### config.mk
export PLATFORM = sky130hd
export DESIGN_NAME = flop_wr_arb
export DESIGN_NICKNAME = d
export VERILOG_FILES = /design/src/rtl/flop_wr_arb.sv
export SDC_FILE = /design/constraint.sdc
export NUM_CORES = 1
export LEC_CHECK = 0
export BUFFER_PORTS_ARGS = -buffer_cell sky130_fd_sc_hd__buf_2
export CAP_MARGIN = 20
export CORE_UTILIZATION = 30
export CTS_CLUSTER_SIZE = 28
export DETAILED_ROUTE_END_ITERATION = 10
export GPL_TIMING_DRIVEN = 0
export PLACE_DENSITY_LB_ADDON = 0.08
export SLEW_MARGIN = 40
export SYNTH_ARGS = -nofsm -noshare
export SYNTH_HDL_FRONTEND = slang
export SYNTH_SLANG_ARGS = --single-unit
export TNS_END_PERCENT = 30
### constraint.sdc
create_clock -name i_clk -period 2.6 [get_ports i_clk]
set_input_delay 0.65 -clock i_clk [delete_from_list [all_inputs] [get_ports i_clk]]
set_output_delay 0.65 -clock i_clk [all_outputs]
set_load 0.05 [all_outputs]
### src/rtl/flop_wr_arb.sv
`default_nettype none
// ============================================================================
// Module  : flop_wr_arb
// Purpose : Shared-write arbiter in front of an internal resettable register
//           bank. One write commits per clock, with a registered ack, and the
//           bank contents are exposed for read-back.
//           Define FLOP_ARB_RR_EN for round-robin arbitration; fixed priority
//           (requester 0 highest) otherwise.
// Revision: 1.0 - initial release
// ============================================================================
module flop_wr_arb #(
    parameter int  N_REQ = 4,
    parameter int  DEPTH = 4,
    parameter int  WIDTH = 4,
    localparam int AW    = $clog2(DEPTH)
) (
    input  logic                   i_clk,
    input  logic                   i_reset,
    input  logic [N_REQ-1:0]       i_req,
    input  logic [N_REQ*AW-1:0]    i_addr,
    input  logic [N_REQ*WIDTH-1:0] i_data,
    output logic [N_REQ-1:0]       o_gnt,
    output logic [N_REQ-1:0]       o_ack,
    input  logic [AW-1:0]          i_rd_addr,
    output logic [WIDTH-1:0]       o_rd_data,
    output logic [DEPTH*WIDTH-1:0] o_q,
    output logic [7:0]             o_wr_count
);

    logic [N_REQ-1:0]            w_gnt_raw;
    logic [N_REQ-1:0]            w_gnt;
    logic                        w_wr_en;
    logic [AW-1:0]               w_wr_addr;
    logic [WIDTH-1:0]            w_wr_data;
    logic [DEPTH-1:0][WIDTH-1:0] r_bank_q;
    logic [DEPTH-1:0][WIDTH-1:0] w_bank_d;
    logic [N_REQ-1:0]            r_ack_q;
    logic [N_REQ-1:0]            w_ack_d;
    logic [7:0]                  r_wr_count_q;
    logic [7:0]                  w_wr_count_d;

`ifdef FLOP_ARB_RR_EN
    localparam int PW = $clog2(N_REQ);

    logic [PW-1:0] r_ptr_q;
    logic [PW-1:0] w_ptr_d;

    // Search upward from the pointer with wrap; the pointer then moves just
    // past the winner so it becomes lowest priority next time.
    always_comb begin
        logic found;
        int   idx;
        w_gnt_raw = '0;
        w_ptr_d   = r_ptr_q;
        found     = 1'b0;
        for (int off = 0; off < N_REQ; off++) begin
            idx = int'(r_ptr_q) + off;
            if (idx >= N_REQ) begin
                idx = idx - N_REQ;
            end
            if (!found && i_req[idx]) begin
                found          = 1'b1;
                w_gnt_raw[idx] = 1'b1;
                w_ptr_d        = (idx == N_REQ - 1) ? '0 : PW'(idx + 1);
            end
        end
    end

    always_ff @(posedge i_clk) begin
        if (i_reset) begin
            r_ptr_q <= '0;
        end else begin
            r_ptr_q <= w_ptr_d;
        end
    end
`else
    // Descending scan: the lowest asserted index is written last and wins.
    always_comb begin
        w_gnt_raw = '0;
        for (int k = N_REQ - 1; k >= 0; k--) begin
            if (i_req[k]) begin
                w_gnt_raw    = '0;
                w_gnt_raw[k] = 1'b1;
            end
        end
    end
`endif

    assign w_gnt   = i_reset ? '0 : w_gnt_raw;
    assign w_wr_en = |w_gnt;

    always_comb begin
        w_wr_addr = '0;
        w_wr_data = '0;
        for (int k = 0; k < N_REQ; k++) begin
            if (w_gnt[k]) begin
                w_wr_addr = i_addr[k*AW +: AW];
                w_wr_data = i_data[k*WIDTH +: WIDTH];
            end
        end
    end

    always_comb begin
        w_bank_d = r_bank_q;
        if (w_wr_en) begin
            w_bank_d[w_wr_addr] = w_wr_data;
        end
        w_ack_d      = w_gnt;
        w_wr_count_d = r_wr_count_q + {7'd0, w_wr_en};
    end

    always_ff @(posedge i_clk) begin
        if (i_reset) begin
            r_bank_q     <= '0;
            r_ack_q      <= '0;
            r_wr_count_q <= '0;
        end else begin
            r_bank_q     <= w_bank_d;
            r_ack_q      <= w_ack_d;
            r_wr_count_q <= w_wr_count_d;
        end
    end

    assign o_gnt      = w_gnt;
    assign o_ack      = r_ack_q;
    assign o_rd_data  = r_bank_q[i_rd_addr];
    assign o_q        = r_bank_q;
    assign o_wr_count = r_wr_count_q;

endmodule
`default_nettype wire

==> results of run 1 <==
[power breakdown]
part,switching [mW],internal (mW)
Clock,0.130,0.135
Combinational,0.146,0.0798
Sequential,0.0101,0.445
Total,0.286,0.660
[worst max path at each step]
stage	from	to	cells after the start
after floorplan	i_reset	o_gnt[0]	3
after global routing	i_req[0]	o_gnt[3]	5
after CTS	i_req[0]	o_gnt[3]	5
final	i_req[1]	o_gnt[3]	5
after detailed placement	i_req[0]	o_gnt[3]	5
after global placement	i_req[0]	o_gnt[3]	5
[state kept, by name, indices dropped and copies added (netlist names)]
signal and flops:
o_q 16, o_wr_count 8, o_ack 4
[kinds of logic (layout without fill, tap and decap cells)]
logic type,after synthesis,count (layout),share of synthesized area [%]
muxes,20,20,17.3
and+or+nand+nor,59,59,25.8
AOI/OAI and AO/OA,16,16,9.42
xor gates and xnor gates,6,6,3.63
adders and majority gates,2,2,1.73
buffers and inverters,10,80,3.37
DFF,28,28,38.7
[worst max-delay path: stages]
cell	delay (ns)
sky130_fd_sc_hd__buf_2	0.14
sky130_fd_sc_hd__nor2_1	0.23
sky130_fd_sc_hd__nand3_4	0.16
sky130_fd_sc_hd__inv_1	0.16
sky130_fd_sc_hd__buf_2	0.29
[metal layers]
layer  up-vias  share of wire [%]
met1       621                 41
met5         -                  0
met4         0               0.79
li1        639                  -
met3         4                4.5
met2        35                 53
[final cells by class]
cell class | instances | area [sq um]
Fill cell | 452 | 2610
Multi-Input combinational cell | 103 | 838
Sequential cell | 28 | 561
Timing Repair Buffer | 66 | 330
Tap cell | 52 | 65.1
Clock buffer | 4 | 55.1
Buffer | 7 | 37.5
Inverter | 3 | 11.3
[cells in the final DEF, fill, tap and decap left out, drive strengths merged, types with 3 or more instances in the layout]
cell	Yosys	routed
buf	3	69
dfxtp	28	28
mux2i	16	16
nor2	15	15
nand2b	13	13
clkbuf	4	8
a211o	6	6
or2b	5	5
nor2b	5	5
nand3	5	5
and2	4	4
mux4	4	4
and3b	4	4
a221oi	4	4
xor2	4	4
inv	3	3
nand2	3	3
and3	3	3
[through the flow]
stage	power [mW]	area [sq um]	hold WS, ns	setup slack (ns)	utilization (%)
CTS	0.964	1900	0.492	0.317	42.1
finish	0.946	1900	0.487	0.318	42.1
global route	0.995	1900	0.516	0.239	42.1
global placement	0.687	1840	0.471	0.343	40.9
detailed placement	0.693	1840	0.478	0.321	40.9
floorplan	0.622	1450	0.700	0.253	-
==> key figures, run 1 <==
Run status
  • Run status: finished, final reports clean

Critical path
  • Worst setup SP type: input port
  • Cell count of the worst reg-to-reg path: 5
  • Crit path capture type: output pin
  • R2R setup slack: 1.42 ns
  • Critical register-to-register path endpoint: o_wr_count[4]$_SDFF_PP0_
  • Max Fanout on Critical Path: 10
  • Critical path required time: 1.95 ns
  • R2R Path Start: o_wr_count[0]$_SDFF_PP0_
  • Arrival time at the worst endpoint: 1.63 ns
  • Setup CP Type: input port to output pin

Run
  • Number of max-cap violations: 0

CTS
  • Count of hold buffers inserted by post-cts repair: 0
  • Clock buffer depth: 2
  • CTS tree: built
  • H-tree depth: 1
  • Buffers inserted by post-CTS timing repair: 0
  • Number of sinks handled by clock tree synthesis: 28
  • Post-CTS clock slew at the launch and capture registers of the worst setup and hold paths: 0.09 ns
  • Number of buffers created by CTS: 3
  • # resized after CTS: 0
  • Clock latency on the worst-skew pair: 0.27 ns
  • CTS root buf: sky130_fd_sc_hd__clkbuf_8

STA
  • Worst Clk Skew: 0.000666 ns
  • Period minus WS final: 2.28 ns
  • Pins Over Slew Limit: 0
  • Rel. slew slack: 73.7%
  • Final setup vio count: 0
  • Fraction of the cycle the final worst path needs: 87.8%
  • Final sum of negative setup slack: 0 ns
  • Maximum achievable frequency: 438 MHz
  • Hold Violations, Final: 0
  • RSZ-0062 raised after global routing: no
  • Transition time of the tightest slew-check pin: 0.395 ns

Min path
  • Hold path depth: 2
  • Launch point of the worst hold path: o_q[10]$_SDFFE_PP0P_
  • Hold EP: o_q[10]$_SDFFE_PP0P_
  • Worst min path class: flop to flop

Synth
  • Async S/R FF share, synth: 0%
  • Sequential-to-total area share from yosys stat: 38.7%
  • Post-synthesis cell area: 1450 sq um
  • Number of different library cells in the post-synthesis netlist: 33
  • Most frequently used cell type in the post-synthesis netlist: sky130_fd_sc_hd__dfxtp_1
  • Synth Instances: 141
  • Number of register bits inferred by synthesis: 28
  • Ranking of synthesized cells by area: sky130_fd_sc_hd__dfxtp_1, sky130_fd_sc_hd__mux2i_1, sky130_fd_sc_hd__mux4_2, sky130_fd_sc_hd__nand2b_1, sky130_fd_sc_hd__nor2_1
  • Dominant synthesized flop cell: sky130_fd_sc_hd__dfxtp_1
  • Post-synth top area cell: sky130_fd_sc_hd__dfxtp_1
  • Yosys warning count: 0
  • Commonest cells in the synthesized netlist: sky130_fd_sc_hd__dfxtp_1, sky130_fd_sc_hd__mux2i_1, sky130_fd_sc_hd__nand2b_1, sky130_fd_sc_hd__nor2_1
  • Post-synthesis net count: 175
  • Fraction of synthesized cell area taken by the top area cell type: 38.7%
  • Synthesized area divided by synthesized cell count: 10.3 sq um
  • Count of flip-flops with a built-in enable after synthesis: 0

Global routing
  • Number of global-route vias before repair: 1,295
  • Antenna violations before repair: 0
  • Met2 Use GR: 30.6%
  • Sum of overflow across all layers after global routing: 0
  • Most Used Layer, Global Route: met2
  • Global-route wire length before repair: 6.09 mm
  • Pin count of the biggest net entering global routing: 16
  • Met1 track demand over resource: 16.5%
  • Met3 usage: 3.80%
  • GRT Util Overall: 15.4%

Floorplan
  • Num rows: 24
  • Effective utilization at floorplan: 32.1%
  • Die area: 5110 sq um
  • Std-Cell Core Area: 4500 sq um
  • Chip width: 71.5 um
  • I/O pin count: 68
  • Height of the die: 71.5 um

Drt
  • Via count: 1,299
  • Total wirelength of the detailed-routed design: 3.80 mm
  • Antenna Violating Nets Remaining: 0
  • Routed len/inst: 14.4 um
  • DRC: 0
  • Number of detailed-routing iterations run before antenna repair: 4
  • DR vias/cell: 4.94
  • Drt first-iter violations: 21

Power
  • Worst vdd rail ir drop: 327 uV
  • P per Cell Area: 498 nW/um^2
  • Leakage: 0.944 nW

Finish
  • Total Nets Final: 246
  • Diode count: 0
  • Finished Layout Cells: 263
  • Fraction of layout cells with a size suffix above 1: 44.5%
  • Post-synthesis to final-layout area growth: 31.1%

Placed design
  • Post-DP HPWL: 3.02 mm
  • Weighted congestion at the end of routability-driven global placement: 0.747
  • Count of input and output buffers: 66
  • Number of placed instances, taps included: 259
No activity file was read; power rests on OpenSTA's default activity.
==> run 2: changes to the inputs <==
- CORE_ASPECT_RATIO: unset -> 1.5
==> key figures, run 2 (synthesis results as in run 1) <==
Placed design
  • Post-DP HPWL: 2.94 mm
  • Weighted congestion at the end of routability-driven global placement: 0.698
  • Count of input and output buffers: 66
  • Setup Slack @ Placement: 0.328 ns

Drt
  • DR vias/cell: 4.67
  • Via count: 1,284
  • Number of detailed-routing iterations run before antenna repair: 4
  • Antenna Violating Nets Remaining: 0
  • Drt first-iter violations: 23
  • Total wirelength of the detailed-routed design: 3.67 mm
  • Routed len/inst: 13.3 um
  • DRC: 0

Min path
  • Worst min path class: flop to flop
  • Launch point of the worst hold path: o_q[1]$_SDFFE_PP0P_

Global routing
  • Number of global-route vias before repair: 1,305
  • Global-route wire length before repair: 6.03 mm
  • Sum of overflow across all layers after global routing: 0
  • Antenna violations before repair: 0
  • Pin count of the biggest net entering global routing: 17
  • GRT Util Overall: 15.3%

Floorplan
  • Height of the die: 87.1 um
  • Die area: 5110 sq um
  • Std-Cell Core Area: 4580 sq um
  • I/O pin count: 68
  • Chip width: 58.7 um
  • Num rows: 30
  • Effective utilization at floorplan: 31.6%

STA
  • Hold Violations, Final: 0
  • Transition time of the tightest slew-check pin: 0.465 ns
  • Period minus WS final: 2.26 ns
  • Maximum achievable frequency: 442 MHz
  • Fraction of the cycle the final worst path needs: 87.0%
  • RSZ-0062 raised after global routing: no
  • Worst Clk Skew: 0.00256 ns
  • Post-route worst setup slack: 0.339 ns
  • Pins Over Slew Limit: 0
  • Rel. slew slack: 69.0%
  • Final setup vio count: 0
  • Final sum of negative setup slack: 0 ns

Critical path
  • Crit path capture type: output pin
  • Cell with the biggest individual delay on the critical path: sky130_fd_sc_hd__buf_2
  • Count of buffer and inverter cells on the critical path: 3
  • Setup CP Type: input port to output pin
  • Worst setup SP type: input port
  • Critical path's largest stage delay: 0.28 ns
  • Arrival time at the worst endpoint: 1.61 ns
  • R2R Path Start: o_wr_count[0]$_SDFF_PP0_
  • Critical path required time: 1.95 ns
  • Critical Path Most Common Cell: sky130_fd_sc_hd__buf_2
  • Max Fanout on Critical Path: 10
  • Critical path startpoint: i_req[0]
  • Family with the most delay on the worst path: buffers and inverters
  • Cells along the critical path: buf_2 > nor2_2 > nand3_4 > inv_1 > buf_2

CTS
  • Count of hold buffers inserted by post-cts repair: 0
  • Buffers inserted by post-CTS timing repair: 0
  • Number of sinks handled by clock tree synthesis: 28
  • Clock latency on the worst-skew pair: 0.28 ns
  • Number of buffers created by CTS: 3
  • Post-CTS clock slew at the launch and capture registers of the worst setup and hold paths: 0.10 ns
  • Clock buffer depth: 2
  • CTS tree: built
  • CTS root buf: sky130_fd_sc_hd__clkbuf_8
  • H-tree depth: 1
  • # resized after CTS: 0

Power
  • Clock network fraction of total power: 34.1%
  • Combinational share of power: 21.7%
  • Switching power share of the total: 29.0%
  • Internal power: 0.731 mW
  • Switching power: 0.299 mW
  • P per Cell Area: 534 nW/um^2
  • Power share of the sequential group: 44.2%
  • Worst vdd rail ir drop: 220 uV
  • Leakage: 0.951 nW

Finish
  • Fraction of layout cells with a size suffix above 1: 44.5%
  • Post-synthesis to final-layout area growth: 33.3%
  • Total Nets Final: 246
  • Max reg flops: 16
  • Most common cell after layout, fill and taps aside: sky130_fd_sc_hd__buf_2
  • Most frequent cells in the layout: sky130_fd_sc_hd__buf_2, sky130_fd_sc_hd__dfxtp_1, sky130_fd_sc_hd__mux2i_1
  • Diode count: 0

Run status
  • Run status: finished, final reports clean

Run
  • Number of max-cap violations: 0
==> run 2: final cells by class <==
type,instances,area [sq um]
clock inverter,1,30.0
clock buffer,3,41.3
tap,64,80.1
multi-input combinational,103,838
buffer,7,37.5
sequential,28,561
timing repair buffer,66,330
fill,512,2650
inverter,3,11.3
==> run 2: worst paths after layout <==
check                                                end  slack (ns)  cells past startpoint
worst max register to register  o_wr_count[4]$_SDFF_PP0_        1.38                      5
worst min-delay path                 o_q[1]$_SDFFE_PP0P_        0.50                      2
worst max-delay path                            o_gnt[3]        0.34                      5
worst min register to register       o_q[1]$_SDFFE_PP0P_        0.50                      2
==> run 2: metal layers <==
| metal | up-vias | part of all wire, % | wire length [um] | global-route usage [%] |
|---|---|---|---|---|
| met5 | - | 0 | 0 | 0 |
| met4 | 0 | 2.3 | 85 | 6.71 |
| met1 | 591 | 43 | 1560 | 18.0 |
| met2 | 49 | 50 | 1850 | 26.7 |
| met3 | 8 | 4.7 | 173 | 2.38 |
| li1 | 636 | - | - | - |
==> run 2: power groups by stage <==
stage | logic [mW] | clock network (mW) | registers, mW
2_1_floorplan | 0.103 | 0 | 0.519
3_3_place_gp | 0.222 | 0 | 0.464
3_5_place_dp | 0.225 | 0 | 0.465
4_1_cts | 0.225 | 0.359 | 0.456
5_1_grt | 0.239 | 0.374 | 0.458
6_report | 0.223 | 0.352 | 0.455
==> run 2: worst register-to-register path: stages (launching register included) <==
cell and delay (ns):
sky130_fd_sc_hd__dfxtp_1 0.33, sky130_fd_sc_hd__ha_1 0.21, sky130_fd_sc_hd__ha_1 0.24, sky130_fd_sc_hd__nand3_1 0.12
sky130_fd_sc_hd__xor2_1 0.16, sky130_fd_sc_hd__nor2_1 0.05
==> run 2: stage by stage <==
stage	area [sq um]	hold slack [ns]	std cells	total power, mW	utilization, %
2_1_floorplan	1450	0.700	141	0.622	-
3_3_place_gp	1860	0.467	271	0.686	40.6
3_5_place_dp	1860	0.476	271	0.690	40.6
4_1_cts	1930	0.497	275	1.04	42.1
5_1_grt	1930	0.518	275	1.07	42.1
6_report	1930	0.496	275	1.03	42.1
==> run 3: changes to the inputs <==
- GPL_ROUTABILITY_DRIVEN: unset -> 0
- PLACE_DENSITY_LB_ADDON: 0.08 -> unset
==> key figures, run 3 (synthesis results as in run 1) <==
Placed design
  • Count of input and output buffers: 66
  • Post-DP HPWL: 2.80 mm
  • Setup Slack @ Placement: 0.324 ns
  • Number of placed instances, taps included: 271
  • Placed instance area: 1860 sq um

Run
  • Number of max-cap violations: 0

Finish
  • Fraction of layout cells with a size suffix above 1: 44.3%
  • Final instance area: 1900 sq um
  • Total Nets Final: 246
  • Diode count: 0
  • Most frequent cells in the layout: sky130_fd_sc_hd__buf_2, sky130_fd_sc_hd__dfxtp_1, sky130_fd_sc_hd__mux2i_1
  • Most common cell after layout, fill and taps aside: sky130_fd_sc_hd__buf_2
  • Finished Layout Cells: 274
  • Core utilization of the finished layout: 41.5%
  • Post-synthesis to final-layout area growth: 31.2%
  • Max reg flops: 16

Drt
  • Drt first-iter violations: 48
  • Routed len/inst: 12.6 um
  • Via count: 1,261
  • Antenna Violating Nets Remaining: 0
  • DR vias/cell: 4.60
  • DRC: 0
  • Total wirelength of the detailed-routed design: 3.45 mm
  • Number of detailed-routing iterations run before antenna repair: 4

STA
  • Final sum of negative setup slack: 0 ns
  • Hold Violations, Final: 0
  • Worst hold-check slack: 0.484 ns
  • Rel. slew slack: 71.6%
  • Period minus WS final: 2.26 ns
  • Final setup vio count: 0
  • Transition time of the tightest slew-check pin: 0.425 ns
  • Maximum achievable frequency: 443 MHz
  • RSZ-0062 raised after global routing: no
  • Pins Over Slew Limit: 0
  • Worst Clk Skew: 0.00500 ns
  • Post-route worst setup slack: 0.345 ns
  • Fraction of the cycle the final worst path needs: 86.7%

Global routing
  • Pin count of the biggest net entering global routing: 15
  • Most Used Layer, Global Route: met2
  • Met1 track demand over resource: 16.9%
  • GRT Util Overall: 14.2%
  • Antenna violations before repair: 0
  • Number of global-route vias before repair: 1,234
  • Sum of overflow across all layers after global routing: 0
  • Global-route wire length before repair: 5.64 mm
  • Met2 Use GR: 25.8%
  • Met3 usage: 2.67%

Critical path
  • Arrival time at the worst endpoint: 1.61 ns
  • Setup CP Type: input port to output pin
  • Max Fanout on Critical Path: 8
  • Crit path capture type: output pin
  • Worst setup SP type: input port
  • Critical path required time: 1.95 ns

Power
  • Worst vdd rail ir drop: 210 uV
  • Leakage: 0.937 nW
  • Total design power: 0.908 mW
  • P per Cell Area: 478 nW/um^2

Floorplan
  • Chip width: 58.7 um
  • Die area: 5110 sq um
  • I/O pin count: 68
  • Std-Cell Core Area: 4580 sq um
  • Effective utilization at floorplan: 31.6%
  • Height of the die: 87.1 um
  • Num rows: 30

CTS
  • Clock buffer depth: 2
  • # resized after CTS: 0
  • Clock latency on the worst-skew pair: 0.27 ns
  • Buffers inserted by post-CTS timing repair: 0
  • CTS tree: built
  • Number of buffers created by CTS: 3
  • CTS root buf: sky130_fd_sc_hd__clkbuf_8
  • H-tree depth: 1
  • Post-CTS clock slew at the launch and capture registers of the worst setup and hold paths: 0.09 ns
  • Number of sinks handled by clock tree synthesis: 28
  • Count of hold buffers inserted by post-cts repair: 0

Min path
  • Worst min path class: flop to flop

Run status
  • Run status: finished, final reports clean
==> run 3: cell count changes in the layout (fill, tap and decap cells not counted) <==
cell                        previous run  this run
sky130_fd_sc_hd__bufinv_16             1         0
==> run 3: per-layer routing <==
metal	routed length, um	share of wire, %
met5	0	0
met4	17	0.49
met1	1450	42
met2	1780	51
met3	208	6.0
==> run 3: final cells by class <==
cell class                 count  area, sq um
buffer                         7         37.5
clock buffer                   3         41.3
fill                         486         2680
inverter                       3         11.3
multi-input combinational    103          838
sequential                    28          561
tap                           64         80.1
timing repair buffer          66          330
==> run 3: worst paths after layout <==
kind / startpoint / endpoint / slack, ns / depth (start not counted)
worst max-delay path: i_req[0] / o_gnt[1] / 0.34 / 5
worst min-delay path: o_q[3]$_SDFFE_PP0P_ / o_q[3]$_SDFFE_PP0P_ / 0.48 / 2
worst max register to register: o_wr_count[0]$_SDFF_PP0_ / o_wr_count[4]$_SDFF_PP0_ / 1.41 / 5
worst min register to register: o_q[3]$_SDFFE_PP0P_ / o_q[3]$_SDFFE_PP0P_ / 0.48 / 2
==> run 3: critical path: stages <==
cell                     delay [ns]
sky130_fd_sc_hd__buf_2         0.15
sky130_fd_sc_hd__nor2_2        0.23
sky130_fd_sc_hd__and2_2        0.18
sky130_fd_sc_hd__buf_2         0.14
sky130_fd_sc_hd__buf_2         0.27
==> run 3: report_power, final <==
group	internal, mW	leakage (nW)	total [mW]	switching (mW)
sequential	0.445	0.227	0.455	0.0105
clock	0.104	0.0216	0.231	0.127
combinational	0.0797	0.688	0.222	0.142
total	0.628	0.937	0.908	0.280
